File: src/rtl/tdr_bank.sv
// Multi-channel time-domain register: write pulses accumulate a cycle count, read replays it as a pulse.
// Optional TDR_SATURATE_EN: count saturates at 2^WIDTH-1 instead of wrapping.
module tdr_bank #(
    parameter int CHANNELS = 4,
    parameter int WIDTH    = 8
) (
    input  logic                      clk_i,
    input  logic                      rst_i,
    input  logic [CHANNELS-1:0]       we_i,
    input  logic [CHANNELS-1:0]       re_i,
    output logic [CHANNELS-1:0]       out_o,
    output logic [CHANNELS-1:0]       carry_o,
    output logic [CHANNELS-1:0]       rd_done_o,
    output logic [CHANNELS-1:0]       busy_o,
    output logic [CHANNELS*WIDTH-1:0] count_o
);

    localparam logic [WIDTH-1:0] CNT_MAX = '1;

    typedef enum logic {IDLE, READ} state_t;

    // Returns {overflow, next_count} for one write cycle.
    function automatic logic [WIDTH:0] add_one(input logic [WIDTH-1:0] cnt);
`ifdef TDR_SATURATE_EN
        if (cnt == CNT_MAX) return {1'b1, CNT_MAX};
        else                return {1'b0, cnt + 1'b1};
`else
        return {1'b0, cnt} + 1'b1;
`endif
    endfunction

    logic [CHANNELS-1:0] re_prev;

    always_ff @(posedge clk_i) begin
        if (rst_i) re_prev <= '0;
        else       re_prev <= re_i;
    end

    for (genvar c = 0; c < CHANNELS; c++) begin : g_ch
        state_t           state;
        logic [WIDTH-1:0] count;
        logic [WIDTH-1:0] dcnt;
        logic [WIDTH:0]   inc;
        logic             out_r;
        logic             carry_r;
        logic             done_r;
        logic             busy_r;

        assign inc                        = add_one(count);
        assign count_o[c*WIDTH +: WIDTH]  = count;
        assign out_o[c]                   = out_r;
        assign carry_o[c]                 = carry_r;
        assign rd_done_o[c]               = done_r;
        assign busy_o[c]                  = busy_r;

        always_ff @(posedge clk_i) begin
            if (rst_i) begin
                state   <= IDLE;
                count   <= '0;
                out_r   <= 1'b0;
                carry_r <= 1'b0;
                done_r  <= 1'b0;
                busy_r  <= 1'b0;
            end else begin
                done_r <= 1'b0;
                case (state)
                    IDLE: begin
                        // A write in the same cycle as a read edge wins; the edge is dropped.
                        if (we_i[c]) begin
                            count <= inc[WIDTH-1:0];
                            if (inc[WIDTH]) carry_r <= 1'b1;
                        end else if (re_i[c] && !re_prev[c]) begin
                            count   <= '0;
                            carry_r <= 1'b0;
                            dcnt    <= count;
                            if (count != '0) begin
                                state  <= READ;
                                out_r  <= 1'b1;
                                busy_r <= 1'b1;
                            end else begin
                                done_r <= 1'b1;
                            end
                        end
                    end
                    READ: begin
                        if (dcnt == WIDTH'(1)) begin
                            state  <= IDLE;
                            out_r  <= 1'b0;
                            busy_r <= 1'b0;
                            done_r <= 1'b1;
                        end else begin
                            dcnt <= dcnt - 1'b1;
                        end
                    end
                    default: state <= IDLE;
                endcase
            end
        end
    end

endmodule
File: config.mk
export PLATFORM = sky130hd
export DESIGN_NAME = tdr_bank
export DESIGN_NICKNAME = d
export VERILOG_FILES = /design/src/rtl/tdr_bank.sv
export SDC_FILE = /design/constraint.sdc
export NUM_CORES = 1
export LEC_CHECK = 0
export ABC_AREA = 1
export CAP_MARGIN = 0
export CORE_MARGIN = 1
export CORE_UTILIZATION = 45
export CTS_CLUSTER_DIAMETER = 100
export DETAILED_ROUTE_END_ITERATION = 6
export HOLD_SLACK_MARGIN = 0.08
export PLACE_DENSITY = 0.69
export RECOVER_POWER = 25
export SETUP_SLACK_MARGIN = 0.05
export SYNTH_ARGS = -nofsm -noshare
export SYNTH_HDL_FRONTEND = slang
export SYNTH_SLANG_ARGS = --single-unit
File: constraint.sdc
create_clock -name clk_i -period 1.9 [get_ports clk_i]
set_clock_uncertainty 0.2 [all_clocks]
set_input_delay 0.285 -clock clk_i [delete_from_list [all_inputs] [get_ports clk_i]]
set_output_delay 0.285 -clock clk_i [all_outputs]
set_load 0.005 [all_outputs]
==> results_dict.tcl, run 1 <==
set metrics [dict create \
    ys_types 36 \
    utilization_pct 56.48 \
    setup_ws_ns 0.07467 \
    worstSetupPathType "reg2out" \
    min_period_ns 1.825 \
    drv_slew 0 \
    die_area_mm2 0.01072 \
    synth_area_mm2 0.004641 \
    drt-initial-drc-count 215 \
    endpoint "count_o[24]" \
    drtAntennaViolNets 0 \
    fmaxAchievable_mhz 547.8 \
    cp.buffers_inverters 1 \
    r2r-start "g_ch[2].dcnt[0]$_DFFE_PP_" \
    routedWlPerCell_um 12.80 \
    crit_path_start "g_ch[3].count[0]$_SDFFE_PP0P_" \
    mostFrequentLayoutCells "nand2_1, inv_1, nor2_1" \
    cp.required_ns 1.41 \
    syn_avg_cell_area_um2 7.546 \
    place_inst 801 \
    rr_worst_depth 6 \
    clkPwrFrac_pct 33.2 \
    grt.overflow.total 0 \
    coreArea_mm2 0.009864 \
    area_growth_pct 20.06 \
    worstSetupStartpointType "flip-flop" \
    diodes 0 \
    p_sw_share_pct 26.55 \
    drv_cap 0 \
    grt_max_degree 19 \
    antenna_found_initial 0 \
    final_common_cell "nand2_1" \
    place_ws_ns -0.03096 \
    seq_area_frac_synth_pct 43.14 \
    ir_drop_v 0.0003741 \
    combPwrFrac_pct 12.4 \
    grt_pass1_vias 3970 \
    synth-seq-cells 84 \
    numCtsBuffers 9 \
    clockBufferDepth 2 \
    rr_endpoint "g_ch[2].dcnt[5]$_DFFE_PP_" \
    drive_gt1_share_pct 11.52 \
    remaining_drc_errors 0 \
    fin_crit_sh_pct 96.07 \
    worst_pin_slew_ns 0.5665 \
    status "finished, final reports clean" \
    slowest_stage "clkdlybuf4s50_1" \
    reg2reg_slack_ns 0.10 \
    firstDrtPassIters 4 \
    cp-end-kind "output port" \
    io_pins 58 \
    drt_wl_total_um 10480 \
    ctsHoldBuffers 0 \
    h-tree-depth 3 \
    cts_root_buf "clkbuf_8" \
    fp.dieW_um 103.6 \
    p_leak_nw 2.263 \
    syn_nets 641 \
    hold_violations 0 \
    cp_max_fo 5 \
    rsz0062_at_grt "true" \
    cp_top_family "buffers and inverters" \
    p_switching_uw 971.7 \
    tritoncts "done" \
    timing.hold.ws_ns 0.2527 \
    clock_sinks 84 \
    ys_warn_count 0 \
    setup_viol 0 \
    grt_pass1_wl_um 18020 \
    syn_inst 615 \
    final.setup.tns_ns 0 \
    grt_util_all_layers_pct 20.47 \
    path_cells "clkdlybuf4s50_1" \
    internal_power_mw 2.688 \
    dieHeight_um 103.6 \
    critPathMaxStageDelay_ns 0.55 \
    vias 4126 \
    gp_congestion 0.8849 \
    hp-class "in2reg" \
    powerDensity_mw_per_mm2 656.9 \
    nets 707 \
    arrival_ns 1.34 \
    slew_headroom_pct 61.94 \
    seq_power_share_pct 54.4 \
    port_buffers 57 \
    initial_core_util_pct 47.04 \
    crit_cells 1 \
    row_count 36 \
    worstSkewPairLatency_ns 0.36 \
    cts.clk_slew.worst_paths_ns 0.09 \
    stdcell_count 819 \
    dp_hpwl_um 7950 \
    hold_path_depth 3 \
    vias_per_cell 5.038 \
]
[metal layers]
metal,track usage (%),vias to the layer above,wire length (um),part of all wire (%)
met3,2.580,20,466,4.4
met1,26.91,1885,4893,47
li1,-,2110,-,-
met2,33.56,111,4881,47
met5,0,-,0,0
met4,9.420,0,243,2.3
[per-stage QoR]
| stage | power [mW] | instance area [um2] |
|---|---|---|
| 6_report | 3.660 | 5572 |
| 5_1_grt | 3.824 | 5572 |
| 4_1_cts | 3.695 | 5590 |
| 3_5_place_dp | 2.487 | 5371 |
| 3_3_place_gp | 2.474 | 5371 |
| 2_1_floorplan | 2.308 | 4652 |
[synthesized netlist by cell type (all sizes together)]
cell type	n	area share, %
buf	27	4.1
a21oi	46	5.2
ha	16	4.3
nand3	39	4.4
o211ai	1	0.16
edfxtp	32	21
a22oi	1	0.16
o22ai	1	0.13
dfxtp	52	22
xor2	10	1.9
nand3b	3	0.49
xnor2	1	0.19
or2	6	0.81
nand4	13	2.1
and3	1	0.13
nor2	64	5.7
o21ai	48	5.2
a31oi	4	0.54
inv	97	8.0
nand2	136	11
o21bai	3	0.49
nor3	13	1.5
a2bb2oi	1	0.19
[power by group through the flow]
stage,Combinational (mW),Clock [mW],Sequential (mW)
global placement,0.444,0,2.03
global route,0.517,1.31,2.00
CTS,0.463,1.24,1.99
finish,0.455,1.21,1.99
floorplan,0.293,0,2.02
detailed placement,0.455,0,2.03
[kinds of logic after synthesis]
group           Yosys count  share of synthesized area (%)
simple gates            275                          26.37
buf+inv                 124                          12.05
compound gates          105                          12.05
flops                    84                          43.14
fa+ha+maj                16                          4.314
xor+xnor                 11                          2.076
[worst min-delay path by stage]
stage | startpoint | end | slack [ns]
after global routing | g_ch[0].carry_r$_SDFFE_PP0P_ | g_ch[0].carry_r$_SDFFE_PP0P_ | 0.28
after detailed placement | g_ch[0].carry_r$_SDFFE_PP0P_ | g_ch[0].carry_r$_SDFFE_PP0P_ | 0.24
after floorplan | re_i[2] | re_prev[2]$_SDFF_PP0_ | 0.19
final | re_i[0] | re_prev[0]$_SDFF_PP0_ | 0.25
after CTS | re_i[0] | re_prev[0]$_SDFF_PP0_ | 0.24
after global placement | g_ch[0].carry_r$_SDFFE_PP0P_ | g_ch[0].carry_r$_SDFFE_PP0P_ | 0.25
[layout make-up]
type                    count  area (um2)
flip-flops and latches     84        2029
clock buffers              12       155.1
inverters                  97       369.1
clock inverters             4       32.53
fillers                   928        4293
well taps                 133       166.4
repair buffers             82       750.7
multi-input cells         407        2068
[worst register-to-register path: cells and delay by family, from the launching register on]
family,cells,cell delay (ns)
flip-flops,1,0.40
AO/OA/AOI/OAI,1,0.18
AND/OR/NAND/NOR,3,0.39
buffers and inverters,1,0.14
adder cells (fa/ha/maj),1,0.21
[flip-flops by register name, summed over array words and instances (netlist names)]
name / cells
re_prev: 4
g_ch.done_r: 4
g_ch.count: 32
g_ch.carry_r: 4
g_ch.state: 4
g_ch.busy_r: 4
g_ch.dcnt: 32
[what timing repair did]
action | CTS | global route
resized for setup | 12 | 17
buffers inserted | 2 | 0
gates cloned | 0 | 0
pin swaps | 1 | 0
endpoints found under the setup margin | 19 | 30
No activity file was read; power rests on OpenSTA's default activity.
==> inputs of run 2 (changes only) <==
--- a/config.mk
+++ b/config.mk
@@ -12,7 +12,7 @@
 export CTS_CLUSTER_DIAMETER = 100
 export DETAILED_ROUTE_END_ITERATION = 6
 export HOLD_SLACK_MARGIN = 0.08
-export PLACE_DENSITY = 0.69
+export PLACE_DENSITY = 0.8
 export RECOVER_POWER = 25
 export SETUP_SLACK_MARGIN = 0.05
 export SYNTH_ARGS = -nofsm -noshare
==> results_dict.tcl, run 2 (same netlist as run 1, synthesis figures left out) <==
set metrics [dict create \
    status "finished, final reports clean" \
    row_count 36 \
    hp-class "reg2reg" \
    diodes 0 \
    drv_slew 0 \
    met3_length_um 626 \
    place_inst 795 \
    ir_drop_v 0.0002661 \
    drt-initial-drc-count 224 \
    dp_hpwl_um 7869 \
    h-tree-depth 3 \
    route.top_layer_used "met4" \
    mostFrequentLayoutCells "nand2_1, inv_1, nor2_1" \
    vias_per_cell 5.156 \
    slowest_stage "clkdlybuf4s50_1" \
    nets 700 \
    gp_congestion 0.8656 \
    coreArea_mm2 0.009864 \
    grt.overflow.total 0 \
    tritoncts "done" \
    clock_sinks 84 \
    numCtsBuffers 9 \
    stdcell_count 812 \
    p_leak_nw 2.255 \
    cts.clk_slew.worst_paths_ns 0.08 \
    min_period_ns 1.807 \
    grt_pass1_vias 4097 \
    wl_met2_um 4994 \
    critPathMaxStageDelay_ns 0.54 \
    cts_root_buf "clkbuf_8" \
    ctsHoldBuffers 0 \
    drv_cap 0 \
    antenna_found_initial 0 \
    io_pins 58 \
    dieHeight_um 103.6 \
    timing.hold.ws_ns 0.2516 \
    initial_core_util_pct 47.04 \
    cp-end-kind "output port" \
    remaining_drc_errors 0 \
    utilization_pct 56.35 \
    firstDrtPassIters 4 \
    die_area_mm2 0.01072 \
    grt_pass1_wl_um 18350 \
    grt_max_degree 30 \
    drtAntennaViolNets 0 \
    path_cells "clkdlybuf4s50_1" \
    drt_wl_total_um 10710 \
    fmaxAchievable_mhz 553.4 \
    worstSetupPathType "reg2out" \
    arrival_ns 1.32 \
    port_buffers 57 \
    area_growth_pct 19.79 \
    worst_pin_slew_ns 0.5385 \
    rsz0062_at_grt "true" \
    worstSkewPairLatency_ns 0.36 \
    slew_headroom_pct 63.86 \
    drive_gt1_share_pct 10.01 \
    cp_top_family "buffers and inverters" \
    reg_top3 "g_ch.count: 32 flops, g_ch.dcnt: 32 flops" \
    vias 4187 \
    powerDensity_mw_per_mm2 675.0 \
    routedWlPerCell_um 13.19 \
    cp_max_fo 5 \
    worstSetupStartpointType "flip-flop" \
    cp.buffers_inverters 1 \
    hold_violations 0 \
    final_common_cell "nand2_1" \
    reg2reg_slack_ns 0.13 \
    wl_met1_um 4811 \
    fp.dieW_um 103.6 \
    setup_viol 0 \
    fin_crit_sh_pct 95.11 \
    grt_util_all_layers_pct 20.75 \
    clockBufferDepth 2 \
    cp.required_ns 1.41 \
]
run 2: cell count changes in the layout (fill, tap and decap cells not counted), sizes merged:
| cell | previous run | this run |
|---|---|---|
| buf | 21 | 15 |
| clkdlybuf4s50 | 57 | 56 |
| clkbuf | 16 | 17 |
| dlygate4sd3 | 0 | 1 |
| clkinvlp | 2 | 0 |
run 2: per-layer routing:
layer | global-route usage, % | up-vias
met5 | 0 | -
met4 | 10.04 | 0
met3 | 3.084 | 27
met2 | 34.42 | 136
met1 | 26.45 | 1930
li1 | - | 2094
run 2: area by class of cell:
cell class                 count  area (um2)
tap                          133       166.4
clock inverter                 2       11.26
timing repair buffer          75       708.2
clock buffer                  14       195.2
fill                         881        4305
multi-input combinational    407        2086
inverter                      97       369.1
sequential                    84        2023
run 2: worst paths after layout:
path	endpoint	from	cells after the start
max	count_o[13]	g_ch[1].count[5]$_SDFFE_PP0P_	1
min	g_ch[0].carry_r$_SDFFE_PP0P_	g_ch[0].carry_r$_SDFFE_PP0P_	2
min reg2reg	g_ch[0].carry_r$_SDFFE_PP0P_	g_ch[0].carry_r$_SDFFE_PP0P_	2
max reg2reg	g_ch[2].dcnt[5]$_DFFE_PP_	g_ch[2].dcnt[1]$_DFFE_PP_	6
run 2: power breakdown:
part	leakage [nW]	total, mW	switching, mW	internal [mW]
Clock	0.107	1.31	0.643	0.671
Sequential	0.732	1.99	0.0546	1.94
Combinational	1.42	0.449	0.257	0.191
Total	2.26	3.75	0.955	2.80
run 2: what timing repair did:
action	4_1_cts	5_1_grt
setup buffers	0	1
gates cloned	0	0
pin swaps	1	2
resized for setup	12	11
setup endpoints to repair	19	22
run 2: through the flow:
step	instance area, um2	setup WS (ns)	setup TNS (ns)	total power, mW
2_1_floorplan	4652	0.1044	0	2.308
3_3_place_gp	5339	0.03209	0	2.460
3_5_place_dp	5339	-0.00009603	-0.0002819	2.476
4_1_cts	5562	0.05426	0	3.778
5_1_grt	5559	0.03260	0	3.914
6_report	5559	0.09286	0	3.752
==> inputs of run 3 (changes only) <==
--- a/config.mk
+++ b/config.mk
@@ -18,3 +18,4 @@
 export SYNTH_ARGS = -nofsm -noshare
 export SYNTH_HDL_FRONTEND = slang
 export SYNTH_SLANG_ARGS = --single-unit
+export TNS_END_PERCENT = 10
==> results_dict.tcl, run 3 (same netlist as run 1, synthesis figures left out) <==
set metrics [dict create \
    status "finished, final reports clean" \
    crit_path_start "g_ch[1].count[5]$_SDFFE_PP0P_" \
    final_common_cell "nand2_1" \
    vias 4185 \
    r2r-start "g_ch[2].dcnt[0]$_DFFE_PP_" \
    cts.clk_slew.worst_paths_ns 0.08 \
    final.setup.tns_ns 0 \
    port_buffers 57 \
    slowest_stage "clkdlybuf4s50_1" \
    place_ws_ns -0.00009603 \
    grt_pass1_wl_um 18350 \
    drt_wl_total_um 10680 \
    arrival_ns 1.32 \
    worst_pin_slew_ns 0.7652 \
    fin_crit_sh_pct 95.16 \
    seq_area_mm2 0.002023 \
    worstSetupStartpointType "flip-flop" \
    p_leak_nw 2.245 \
    p_total_mw 3.751 \
    min_period_ns 1.808 \
    drv_cap 0 \
    ir_drop_v 0.0002666 \
    place_inst 795 \
    numCtsBuffers 9 \
    fmaxAchievable_mhz 553.1 \
    rsz0062_at_grt "true" \
    area_growth_pct 19.30 \
    fp.dieW_um 103.6 \
    path_cells "clkdlybuf4s50_1" \
    row_count 36 \
    grt_util_all_layers_pct 20.75 \
    tritoncts "done" \
    grt.overflow.total 0 \
    grt_pass1_vias 4097 \
    coreArea_mm2 0.009864 \
    clock_sinks 84 \
    gp_congestion 0.8656 \
    setup_ws_ns 0.09198 \
    die_area_mm2 0.01072 \
    dieHeight_um 103.6 \
    critPathMaxStageDelay_ns 0.54 \
    utilization_pct 56.13 \
    powerDensity_mw_per_mm2 677.4 \
    cp-end-kind "output port" \
    cp_top_family "buffers and inverters" \
    vias_per_cell 5.160 \
    hp-class "reg2reg" \
    hold_violations 0 \
    setup_viol 0 \
    remaining_drc_errors 0 \
    io_pins 58 \
    drv_slew 0 \
    cp.buffers_inverters 1 \
    slew_headroom_pct 48.99 \
    ctsHoldBuffers 0 \
    grt_max_degree 30 \
    cp_max_fo 5 \
    initial_core_util_pct 47.04 \
    drtAntennaViolNets 0 \
    worstHoldStart "g_ch[0].carry_r$_SDFFE_PP0P_" \
    drive_gt1_share_pct 10.18 \
    multi_input_comb_area_mm2 0.002086 \
    nets 699 \
    cts_root_buf "clkbuf_8" \
    h-tree-depth 3 \
    nFillCells 884 \
    diodes 0 \
    routedWlPerCell_um 13.17 \
    worstSkewPairLatency_ns 0.36 \
    mostFrequentLayoutCells "nand2_1, inv_1, nor2_1" \
    dp_hpwl_um 7869 \
    stdcell_count 811 \
    firstDrtPassIters 4 \
    worstSetupPathType "reg2out" \
    reg_top3 "g_ch.count: 32 flops, g_ch.dcnt: 32 flops" \
    antenna_found_initial 0 \
    clockBufferDepth 2 \
    drt-initial-drc-count 191 \
    cp.required_ns 1.41 \
]
==> run 3: changes by cell type in the layout (fill, tap and decap cells not counted), sizes merged <==
cell / change
clkdlybuf4s50: +1
dlygate4sd3: -1
buf: -2
clkbuf: +1
==> run 3: path summary, 6_finish.rpt <==
check	to	slack (ns)	cells after the start
max	count_o[13]	0.09	1
max reg2reg	g_ch[2].dcnt[0]$_DFFE_PP_	0.12	5
min reg2reg	g_ch[0].carry_r$_SDFFE_PP0P_	0.25	2
min	g_ch[0].carry_r$_SDFFE_PP0P_	0.25	2
==> run 3: cell type report <==
| cell class | count | area share (%) |
|---|---|---|
| sequential | 84 | 36.54 |
| inverter | 97 | 6.667 |
| tap | 133 | 3.006 |
| clock inverter | 2 | 0.2034 |
| timing repair buffer | 74 | 12.38 |
| clock buffer | 14 | 3.525 |
| multi-input combinational | 407 | 37.67 |
==> run 3: repair_timing <==
| item | CTS | global route |
|---|---|---|
| resized for setup | 12 | 11 |
| buffers inserted | 0 | 0 |
| gates cloned | 0 | 0 |
| pin swaps | 0 | 2 |
| endpoints found under the setup margin | 19 | 22 |
==> run 3: per-stage QoR <==
step	hold slack, ns	cell area [um2]
6_report	0.2515	5537
5_1_grt	0.2780	5537
4_1_cts	0.2546	5562
3_5_place_dp	0.2422	5339
3_3_place_gp	0.2518	5339
2_1_floorplan	0.1920	4652
==> run 3: power by group <==
part           total (mW)  leakage [nW]  internal, mW  switching [mW]
clock network        1.32         0.107         0.671           0.646
logic               0.443          1.41         0.187           0.256
registers            1.99         0.732          1.94          0.0549
total                3.75          2.24          2.79           0.957
==> run 3: layer usage <==
layer	share of wire, %	global-route usage (%)	routed length [um]
met3	5.6	3.084	597
met5	0	0	0
met4	2.5	10.04	265
met2	47	34.42	5016
met1	45	26.45	4801
